`src/rtl/sub_pkg.sv`:
```
// Shared types and default sizing for the sequential multi-word subtractor.
package sub_pkg;
  localparam int WORD_W_DEF = 16;
  localparam int NWORDS_DEF = 4;

  typedef enum logic [1:0] {IDLE, RUN, DONE} state_t;
endpackage

```
`src/rtl/sub_slice.sv`:
```
// Combinational WORD_W-bit full-subtract slice: {bout,diff} = a - b - bin.
module sub_slice #(
  parameter int WORD_W = 16
) (
  input  logic [WORD_W-1:0] a,
  input  logic [WORD_W-1:0] b,
  input  logic              bin,
  output logic [WORD_W-1:0] diff,
  output logic              bout
);
  logic [WORD_W:0] r;

  // The extra top bit goes negative exactly when a borrow leaves the slice.
  assign r    = {1'b0, a} - {1'b0, b} - {{WORD_W{1'b0}}, bin};
  assign diff = r[WORD_W-1:0];
  assign bout = r[WORD_W];
endmodule

```
`src/rtl/sub_seq_ctrl.sv`:
```
// Sequential a-b-bin over NWORDS words through a single shared slice, one word per cycle.
// Optional SUB_SEQ_SAT_EN floors an underflowing result at zero (bout still reports it).
module sub_seq_ctrl
  import sub_pkg::*;
#(
  parameter int WORD_W = WORD_W_DEF,
  parameter int NWORDS = NWORDS_DEF
) (
  input  logic                     clk,
  input  logic                     rst_n,
  input  logic                     in_valid,
  output logic                     in_ready,
  input  logic [WORD_W*NWORDS-1:0] a,
  input  logic [WORD_W*NWORDS-1:0] b,
  input  logic                     bin,
  output logic                     out_valid,
  input  logic                     out_ready,
  output logic [WORD_W*NWORDS-1:0] diff,
  output logic                     bout
);
  localparam int W  = WORD_W * NWORDS;
  localparam int IW = (NWORDS > 1) ? $clog2(NWORDS) : 1;

  state_t          st, st_nx;
  logic [IW-1:0]   idx;
  logic            brw;
  logic [W-1:0]    a_r, b_r, diff_q;
  logic            bin_r, bout_q;

  logic [WORD_W-1:0] s_a, s_b, s_d;
  logic              s_bin, s_bo;
  logic              last;

  assign last  = (idx == IW'(NWORDS - 1));
  assign s_a   = a_r[int'(idx)*WORD_W +: WORD_W];
  assign s_b   = b_r[int'(idx)*WORD_W +: WORD_W];
  assign s_bin = (idx == '0) ? bin_r : brw;

  sub_slice #(.WORD_W(WORD_W)) u_slice (
    .a    (s_a),
    .b    (s_b),
    .bin  (s_bin),
    .diff (s_d),
    .bout (s_bo)
  );

  assign in_ready  = (st == IDLE);
  assign out_valid = (st == DONE);
  assign diff      = diff_q;
  assign bout      = bout_q;

  always_ff @(posedge clk or negedge rst_n) begin
    if (!rst_n) st <= IDLE;
    else        st <= st_nx;
  end

  always_comb begin
    st_nx = st;
    case (st)
      IDLE:    if (in_valid)  st_nx = RUN;
      RUN:     if (last)      st_nx = DONE;
      DONE:    if (out_ready) st_nx = IDLE;
      default:                st_nx = IDLE;
    endcase
  end

  always_ff @(posedge clk or negedge rst_n) begin
    if (!rst_n) begin
      idx    <= '0;
      brw    <= 1'b0;
      a_r    <= '0;
      b_r    <= '0;
      bin_r  <= 1'b0;
      diff_q <= '0;
      bout_q <= 1'b0;
    end else begin
      case (st)
        IDLE: if (in_valid) begin
          a_r   <= a;
          b_r   <= b;
          bin_r <= bin;
          idx   <= '0;
        end
        RUN: begin
          diff_q[int'(idx)*WORD_W +: WORD_W] <= s_d;
          brw <= s_bo;
          if (last) begin
            idx    <= '0;
            bout_q <= s_bo;
`ifdef SUB_SEQ_SAT_EN
            // Later assignment overrides the top-word write above.
            if (s_bo) diff_q <= '0;
`endif
          end else begin
            idx <= idx + 1'b1;
          end
        end
        default: ;
      endcase
    end
  end
endmodule

```
`config.mk`:
```
export PLATFORM = sky130hd
export DESIGN_NAME = sub_seq_ctrl
export DESIGN_NICKNAME = d
export VERILOG_FILES = /design/src/rtl/sub_pkg.sv /design/src/rtl/sub_slice.sv /design/src/rtl/sub_seq_ctrl.sv
export SDC_FILE = /design/constraint.sdc
export NUM_CORES = 1
export LEC_CHECK = 0
export ABC_CLOCK_PERIOD_IN_PS = 8780
export BUFFER_PORTS_ARGS = -buffer_cell sky130_fd_sc_hd__buf_2
export CAP_MARGIN = 20
export CORE_UTILIZATION = 35
export DETAILED_ROUTE_END_ITERATION = 10
export SETUP_SLACK_MARGIN = 0.05
export SYNTH_ARGS = -nofsm -noshare
export SYNTH_HDL_FRONTEND = slang
export SYNTH_HIERARCHICAL = 1
export SYNTH_SLANG_ARGS = --single-unit
```
`constraint.sdc`:
```
create_clock -name clk -period 8.78 [get_ports clk]
set_clock_uncertainty 0.1 [all_clocks]
set_input_delay 1.756 -clock clk [delete_from_list [all_inputs] [get_ports clk]]
set_output_delay 1.756 -clock clk [all_outputs]
set_load 0.02 [all_outputs]
```
; Yosys cells after proc, flatten, opt, wreduce, memory -nomap -nowiden
; Index checks and enable logic that the tools add are counted.
[classes]
n_eq_ne = 6
n_reduce_logical = 7
muxes = 9
shift = 4
n_addsub = 4
[op_table]
columns = cell, n
row1 = $shiftx 64x7->16, 2
row2 = $bwmux 64, 1
row3 = $shift 16x33->64 const A, 1
row4 = $shiftx 16x33->64, 1
row5 = $neg 6->33, 1
row6 = $sub 16x16->17, 1
row7 = $sub 17x1->17, 1
row8 = $mux 2, 5
row9 = $pmux 2 s3, 1
row10 = $reduce_and 2->1, 3
row11 = $eq 2x2->1 const B, 2
row12 = $logic_not 2->1, 2
row13 = $ne 2x2->1 const B, 2
row14 = $pmux 2 s2, 1
row15 = $reduce_and 3->1, 1
row16 = $add 2x1->2 const B, 1
row17 = $eq 2x1->1 const B, 1
row18 = $ne 2x1->1 const B, 1
row19 = $reduce_bool 2->1, 1
row20 = $mux 1, 1
[totals]
in_bits = 133
output_inout_bits = 67
reg_bits = 199
wordCells = 38

; Depth between registers and ports, before layout
; Gate-level depths: netlist of the first run.
[logic_depth]
depth_word = 5
mapped_depth = 17
depth_no_buf = 14

; Cells and area by module
; Netlist of the first run, hierarchy kept.
[modules_own_cells]
columns = mod, seq_area_each_um2, cells_per_inst, area_per_inst_um2, n_inst
row1 = sub_seq_ctrl, 4979.8, 623, 9370.2, 1
row2 = sub_slice, 0.0, 174, 1224.9, 1

; Worst setup path after synthesis of the first run
; No wires, ideal clock.
[synth_timing]
kind = flip-flop to flip-flop
from = reg idx[1]
to = reg diff_q[61], in the netlist diff[61]
setup_time_ps = 122
period_less_slack_ps = 3972
path_slack_ps = 4808
path_stages_with_launch = 18
arrival_ps = 3750
t_required_ps = 8558
path_buffers = 3
path_cell_list = dfrtp_1 clkbuf_1 buf_1 inv_1 ha_1 buf_2 mux2_2 inv_1 fa_1 inv_1 ha_1 o21ai_0 nand2_1 and3_2 a21oi_1 o311ai_0 nor2b_1 a32o_1
[synth_via]
elab_chain_len = 5
elab_cells_between_ends = 10
classes_between = 3 x add/sub / 4 x shift / 2 x mux / 1 x reduce/logical
[synth_rtl]
columns = item, line_no
row1 = "start, declared", sub_seq_ctrl.sv:25  ; logic [IW-1:0] idx;
row2 = "start signal, assigned", sub_seq_ctrl.sv:95  ; idx <= idx + 1'b1;
row3 = $logic_not 2->1, sub_seq_ctrl.sv:37  ; assign s_bin = (idx == '0) ? bin_r : brw;
row4 = $mux 1, sub_seq_ctrl.sv:37
row5 = named net s_bin, sub_seq_ctrl.sv:31  ; logic s_bin, s_bo;
row6 = $sub 17x1->17, sub_slice.sv:14  ; assign r = {1'b0, a} - {1'b0, b} - {{WORD_W{1'b0}}, bin};
row7 = named net s_d[13], sub_seq_ctrl.sv:30  ; logic [WORD_W-1:0] s_a, s_b, s_d;
row8 = $shiftx 16x33->64, sub_seq_ctrl.sv:85  ; diff_q[int'(idx)*WORD_W +: WORD_W] <= s_d;
row9 = $bwmux 64, sub_seq_ctrl.sv:85
row10 = "end signal, assigned", sub_seq_ctrl.sv:74  ; diff_q <= '0;
row11 = "end signal, assigned by index", sub_seq_ctrl.sv:85
row12 = "end, declared", sub_seq_ctrl.sv:27  ; logic [W-1:0] a_r, b_r, diff_q;
; The timed path passes the listed nets, and every way through them passes these cells.
; A chain may end at the register's enable or synchronous reset.

; Worst setup path after layout of the first run
[layout_timing]
from = reg idx[1]
to = reg diff_q[25], in the netlist diff[25]
; Same word-level chain as after synthesis.

==> reports/metrics.cfg, run 1 <==
[outcome]
outcome = finished clean

[place]
dp_hpwl_um = 18540
portBuffers = 199
place.gp.congestion = 0.8663

[final_layout]
fillCellCount = 2803
multi_input_area_sq_um = 4800
fin_nets = 1136
area_growth_pct = 16.57
drive_above_1_share_pct = 42.19
seqCellArea_sq_um = 4982

[floorplan]
dieHeight_um = 176.0
die_w_um = 176.0
core_area_sq_um = 29720
io_pins = 200
rows = 63
start_util_pct = 35.65
dieArea_sq_um = 30970

[timing]
period_share_pct = 52.25
finalSetupTns_ns = 0
whs_ns = 0.3871
rsz0062_at_grt = false
finalHoldViolCount = 0
period_minus_slack_ns = 4.587
tightestPinTransition_ns = 1.032
slew_headroom_pct = 31.21
setup_violations = 0
timing.final.max_slew_violations = 0
fmax_mhz = 218.0

[global_route]
grt_max_degree = 130
gr-total-overflow = 0
grt_usage_pct = 17.41
antenna_found_initial = 8
grt_pass1_wl_um = 40830
grt_pass1_vias = 6887

[job]
max-cap-violations = 0

[clocking]
path_clk_slew_ns = 0.08
clock_sinks = 199
clockBufferDepth = 2
worstSkewPairLatency_ns = 0.44
postCtsSetupRepairBufs = 0
cts_tree = done
cts_resized = 0
cts_hold_buf = 0
cts_made_buffers = 17
htreeDepth = 4
cts-root-buf = clkbuf_16

[detailed_routing]
routed_wl_um = 26070
first_iter_violations = 448
via_per_inst = 4.979
dr.pass1.iters = 6
routedWlPerCell_um = 18.98
via_count = 6841
ant_nets = 0
drcViolationCount = 0

[hold_path]
min_path_cells = 1
hold_path_class = reg2reg

[yosys]
async_flop_share_pct = 100.0
synth_seq_cells = 199
ys_seq_area_share_pct = 47.00
syn_nets = 967
synthAdderAreaFrac_pct = 4.511
synth-xor-area-share_pct = 0.9093
synth.distinct_cells = 62
synth-compound-area-share_pct = 9.436
muxShareOfSynthArea_pct = 24.48
synth_ff_type = dfrtp_1
synth_top_family_by_area = multiplexers
synth_simple_gate_area_share_pct = 5.822
synth_cells = 797
synth_edf_count = 0
postSynthAreaPerCell_sq_um = 13.29
syn_area_sq_um = 10600
synth-warning-count = 6

[critical_path]
crit_cells = 14
cp_top_family = adder cells
setup.worst_path.class = reg2reg
cp_data_arrival_time_ns = 4.81
reg2regPathDepth = 14
cp_cell_sequence = buf_4, inv_1, ha_1, mux2_2, inv_1, fa_1, ha_1, o21ai_0, nand2_1, a41oi_1, nor2_1, a311oi_1, nand2_1, o32ai_1
cp_max_fo = 36
crit_path_top_delay_cell = ha_1
cp-start-kind = flop
slowest_delay_ns = 0.75
cp.required_ns = 9.01
cp-end-kind = flop
worst-path-buf-inv = 3

kinds of logic after synthesis:
kind of cell / count (synthesis)
flops: 199
mux: 165
buf+inv: 158
simple gates: 114
compound gates: 113
fa+ha+maj: 37
xor+xnor: 11
Yosys cell counts, types with 3 or more instances:
cell	instances	area, sq um
buf_12	11	220.2
ha_1	35	437.9
nand2b_1	6	37.54
nand2_1	52	195.2
mux2_4	100	1501
and3b_1	3	26.28
xnor2_1	9	78.83
buf_2	17	85.08
clkbuf_1	19	71.32
inv_1	103	386.6
buf_6	4	45.04
mux2_2	23	259.0
nand3_1	5	25.02
o21ai_0	11	55.05
o32ai_2	8	130.1
a311oi_1	3	26.28
nor2_1	7	26.28
a21oi_1	12	60.06
o32ai_1	37	324.1
a21o_1	3	22.52
a32o_1	16	160.2
mux2_1	10	112.6
mux4_2	32	720.7
dfrtp_1	199	4980
nor2b_1	18	112.6
nand4bb_1	3	33.78
through the flow:
step / cell area [sq um] / instances / setup slack (ns) / util [%]
floorplan: 10600 / 797 / 4.808 / -
global placement: 11710 / 1336 / 4.166 / 39.41
detailed placement: 11710 / 1336 / 4.129 / 39.41
CTS: 12310 / 1368 / 4.130 / 41.43
global route: 12340 / 1370 / 3.720 / 41.53
finish: 12350 / 1374 / 4.193 / 41.56
sequential cells by signal (all words and copies together), names as in the netlist:
name / cells
bin_r: 1
a_r: 64
b_r: 64
diff: 64
st: 2
brw: 1
idx: 2
bout: 1
path summary, 6_finish.rpt:
| check | startpoint | end | slack (ns) |
|---|---|---|---|
| worst max-delay path | idx[1] | diff[25] | 4.19 |
| min in group asynchronous | rst_n | diff[49] | 1.38 |
| worst max register to register | idx[1] | diff[25] | 4.19 |
| worst min register to register | a_r[21] | a_r[21] | 0.39 |
| max in group asynchronous | rst_n | b_r[44] | 6.03 |
| worst min-delay path | a_r[21] | a_r[21] | 0.39 |
layer usage:
metal | vias to the layer above | routed length [um] | part of all wire [%] | global-route usage (%)
met2 | 222 | 11130 | 43 | 24.74
li1 | 3183 | - | - | -
met4 | 10 | 597 | 2.3 | 5.725
met3 | 33 | 1841 | 7.1 | 5.620
met1 | 3393 | 12450 | 48 | 24.86
met5 | - | 59 | 0.23 | 0
layout make-up:
type                    instances  area share [%]
flip-flops and latches        199           40.34
repair buffers                205           8.763
inverters                     103           3.130
clock inverters                14           1.297
well taps                     390           3.951
diodes                          5          0.1013
multi-input cells             440           38.86
clock buffers                  18           3.556
worst reg2reg max path, stage by stage (launching register included):
cell	delay, ns
dfrtp_2	0.39
buf_4	0.29
inv_1	0.17
ha_1	0.75
mux2_2	0.41
inv_1	0.07
fa_1	0.43
ha_1	0.19
o21ai_0	0.21
nand2_1	0.18
a41oi_1	0.39
nor2_1	0.09
a311oi_1	0.46
nand2_1	0.11
o32ai_1	0.24
layout by cell type, fill, tap and decap left out, drive strengths merged, types with 3 or more instances in the layout:
cell and count:
diode 5, nor2 7, mux2 133, clkinv 6, dfrtp 199, inv 109, mux4 32, or2 4
and3b 3, a21oi 12, nand3 5, ha 35, o22ai 4, o21ai 11, nor2b 18, nand2b 6
nand4bb 3, buf 204, xnor2 9, o32ai 45, clkbuf 19, a311oi 3, a21o 3, nand2 52
a32o 16
Power of run 1 is not shown: default switching activity piles up to over one toggle a cycle in this logic, so the estimate is an artifact.
==> run 2, diff against run 1 <==
- ABC_CLOCK_PERIOD_IN_PS: 8780 -> 3850
- clock period: 8.78 -> 3.85 ns (I/O delays scaled with it)
==> reports/metrics.cfg, run 2 (synthesis gave the netlist of run 1 again) <==
[place]
portBuffers = 199
place_inst = 1353
dp_hpwl_um = 19240
place.gp.congestion = 0.8018

[floorplan]
die_w_um = 176.0
io_pins = 200
dieArea_sq_um = 30970
rows = 63
core_area_sq_um = 29720
dieHeight_um = 176.0
start_util_pct = 35.65

[hold_path]
hold_path_class = in2async

[timing]
whs_ns = 0.2475
setup_violations = 0
period_minus_slack_ns = 3.658
rsz0062_at_grt = false
finalHoldViolCount = 0
finalSetupTns_ns = 0
tightestPinTransition_ns = 0.9968
fmax_mhz = 273.4
period_share_pct = 95.02
slew_headroom_pct = 33.54
timing.final.max_slew_violations = 0

[final_layout]
final_common_cell = buf_2
stdcell_count = 1389
drive_above_1_share_pct = 44.63
fin_util_pct = 42.36
layout_common_cells = buf_2, dfrtp_1, inv_1
fin_nets = 1154
fillCellCount = 2779
area_growth_pct = 18.81

[detailed_routing]
via_count = 7028
dr.pass1.iters = 7
routed_wl_um = 26820
routedWlPerCell_um = 19.31
drcViolationCount = 0
ant_nets = 0
via_per_inst = 5.060
first_iter_violations = 562

[global_route]
grt_pass1_wl_um = 42120
antenna_found_initial = 5
grt_pass1_vias = 7216
grt_usage_pct = 17.94
gr-total-overflow = 0
grt_max_degree = 130

[clocking]
htreeDepth = 4
worstSkewPairLatency_ns = 0.44
path_clk_slew_ns = 0.08
clockBufferDepth = 2
cts-root-buf = clkbuf_16
cts_tree = done
clock_sinks = 199
cts_made_buffers = 17

[critical_path]
crit_cells = 15
cp-start-kind = flop
rrSetupSlack_ns = 0.19
cp_data_arrival_time_ns = 3.88
timing.rr.start = idx[0]
crit_top_cell = a21oi_2
cp.required_ns = 4.07
cp-end-kind = flop
slowest_delay_ns = 0.52
setup.worst_path.class = reg2reg
cp_top_family = compound AO/OA/AOI/OAI gates
worst-path-buf-inv = 5
cp_max_fo = 10
reg2regPathDepth = 15
cp_cell_sequence = buf_4, buf_12, mux4_2, inv_2, ha_1, inv_1, ha_2, or2_2, a21oi_2, a21oi_2, a21oi_2, o311ai_0, buf_4, nor2b_1, a32o_1
crit_path_top_delay_cell = mux4_2
worst_r2r_endpoint = diff[61]

[outcome]
outcome = finished clean

[job]
max-cap-violations = 0

run 2: worst max-delay path by stage:
stage	start	end
floorplan	idx[0]	diff[61]
global placement	idx[0]	diff[41]
detailed placement	idx[0]	diff[61]
CTS	idx[0]	diff[61]
global route	idx[0]	diff[61]
finish	idx[0]	diff[61]
run 2: layout make-up:
class	count	area [sq um]	share of cell area, %
Clock buffer	17	425.4	3.379
Sequential cell	199	4982	39.58
Inverter	103	386.6	3.071
Multi-Input combinational cell	440	4866	38.65
Antenna cell	2	5.005	0.03976
Tap cell	390	488.0	3.876
Timing Repair Buffer	223	1247	9.910
Clock inverter	15	187.7	1.491
run 2: worst reg2reg max path: stages, from the launching register on:
cell and delay, ns:
dfrtp_2 0.43, buf_4 0.16, buf_12 0.15, mux4_2 0.53
inv_2 0.11, ha_1 0.23, inv_1 0.06, ha_2 0.31
or2_2 0.30, a21oi_2 0.18, a21oi_2 0.07, a21oi_2 0.18
o311ai_0 0.16, buf_4 0.18, nor2b_1 0.12, a32o_1 0.28
run 2: per-stage QoR:
step	setup slack, ns	cell area [sq um]
floorplan	0.07399	10600
global placement	0.1003	11880
detailed placement	0.06169	11880
CTS	0.05267	12490
global route	0.04302	12590
finish	0.1919	12590
run 2: repair_timing:
action                                  in CTS  in global routing
hold buffers                                 0                  0
setup buffers                                0                  2
gates resized for setup                      1                 17
pin swaps                                    0                  2
endpoints found under the setup margin       6                 30
run 2: layer usage:
layer / up-vias / track usage, % / part of all wire (%) / routed length [um]
met1: 3521 / 25.90 / 47 / 12640
met3: 24 / 4.307 / 7.0 / 1873
met4: 4 / 4.638 / 1.3 / 355
li1: 3222 / - / - / -
met5: - / 0 / 0.086 / 23
met2: 257 / 26.84 / 44 / 11930
Power of run 2 is left out for the same reason.
==> run 3, diff against run 2 <==
- PLACE_DENSITY: default -> 0.54
==> reports/metrics.cfg, run 3 (synthesis gave the netlist of run 1 again) <==
[outcome]
outcome = finished clean

[floorplan]
rows = 63
io_pins = 200
start_util_pct = 35.65
die_w_um = 176.0
core_area_sq_um = 29720
dieHeight_um = 176.0
dieArea_sq_um = 30970

[critical_path]
timing.rr.start = idx[0]
cp_top_family = simple AND/OR/NAND/NOR gates
cp_cell_sequence = buf_12, buf_12, mux4_2, ha_1, inv_1, ha_1, nor4b_1, nand2_2, and3_2, a2111oi_4, a311oi_2, nor2b_1, a32o_1
slowest_delay_ns = 0.50
cp.required_ns = 4.07
crit_path_top_delay_cell = mux4_2
cp-start-kind = flop
cp_data_arrival_time_ns = 3.85
crit_cells = 13
cp_max_fo = 9
cp-end-kind = flop
worst-path-buf-inv = 3
setup.worst_path.class = reg2reg
reg2regPathDepth = 13
worst_r2r_endpoint = diff[63]
rrSetupSlack_ns = 0.22

[final_layout]
drive_above_1_share_pct = 45.01
area_growth_pct = 20.42
fin_nets = 1170
layout_common_cells = buf_2, dfrtp_1, inv_1
final_common_cell = buf_2

[place]
dp_hpwl_um = 19740
portBuffers = 199
place.gp.congestion = 0.8038

[timing]
setup_violations = 0
finalSetupTns_ns = 0
finalHoldViolCount = 0
period_minus_slack_ns = 3.631
tightestPinTransition_ns = 0.9831
fmax_mhz = 275.4
timing.final.max_slew_violations = 0
slew_headroom_pct = 34.26
period_share_pct = 94.31
rsz0062_at_grt = false

[global_route]
grt_pass1_wl_um = 42120
grt_max_degree = 88
grt_pass1_vias = 7131
grt_usage_pct = 17.84
antenna_found_initial = 8
gr-total-overflow = 0

[detailed_routing]
via_count = 6994
routed_wl_um = 26650
routedWlPerCell_um = 18.94
dr.pass1.iters = 5
ant_nets = 0
first_iter_violations = 470
drcViolationCount = 0
via_per_inst = 4.971

[clocking]
cts-root-buf = clkbuf_16
cts_hold_buf = 0
path_clk_slew_ns = 0.08
clockBufferDepth = 2
htreeDepth = 4
worstSkewPairLatency_ns = 0.45
clock_sinks = 199
cts_tree = done
cts_made_buffers = 17

[hold_path]
hold_path_class = in2async

[job]
max-cap-violations = 0

-- run 3: routing by layer --
| layer | track usage (%) | wire length [um] | up-vias |
|---|---|---|---|
| li1 | - | - | 3259 |
| met1 | 25.07 | 12500 | 3460 |
| met2 | 26.58 | 11790 | 239 |
| met3 | 5.534 | 2034 | 28 |
| met4 | 4.565 | 274 | 8 |
| met5 | 0 | 49 | - |
-- run 3: cell type report --
| type | count | area, sq um |
|---|---|---|
| clock inverters | 14 | 185.2 |
| inverters | 103 | 386.6 |
| well taps | 390 | 488.0 |
| diodes | 4 | 10.01 |
| clock buffers | 18 | 429.2 |
| flip-flops and latches | 199 | 4982 |
| fillers | 2769 | 16960 |
| multi-input cells | 440 | 4855 |
| repair buffers | 239 | 1423 |
-- run 3: worst max-delay path by stage --
| stage | startpoint | to |
|---|---|---|
| 4_1_cts | idx[0] | diff[61] |
| 2_1_floorplan | idx[0] | diff[61] |
| 6_report | idx[0] | diff[63] |
| 3_5_place_dp | idx[0] | diff[61] |
| 3_3_place_gp | idx[0] | diff[41] |
| 5_1_grt | idx[0] | diff[46] |
-- run 3: repair_timing --
action                                  in CTS  in global routing
buffers inserted                             4                  3
gates resized for setup                      1                 13
pin swaps                                    0                  0
endpoints found under the hold margin        0                  0
cloned                                       0                  1
endpoints found under the setup margin       1                 29
-- run 3: per-stage QoR --
step / util [%] / std cells / hold WS [ns] / area (sq um) / setup slack (ns)
after detailed placement: 40.31 / 1363 / 0.3748 / 11980 / 0.04036
final: 42.93 / 1407 / 0.3108 / 12760 / 0.2189
after floorplan: - / 797 / 0.3532 / 10600 / 0.07399
after global routing: 42.92 / 1405 / 0.3649 / 12750 / 0.03740
after CTS: 42.48 / 1399 / 0.3164 / 12620 / 0.06229
after global placement: 40.31 / 1363 / 0.3683 / 11980 / 0.07147
Power of run 3 is left out for the same reason.
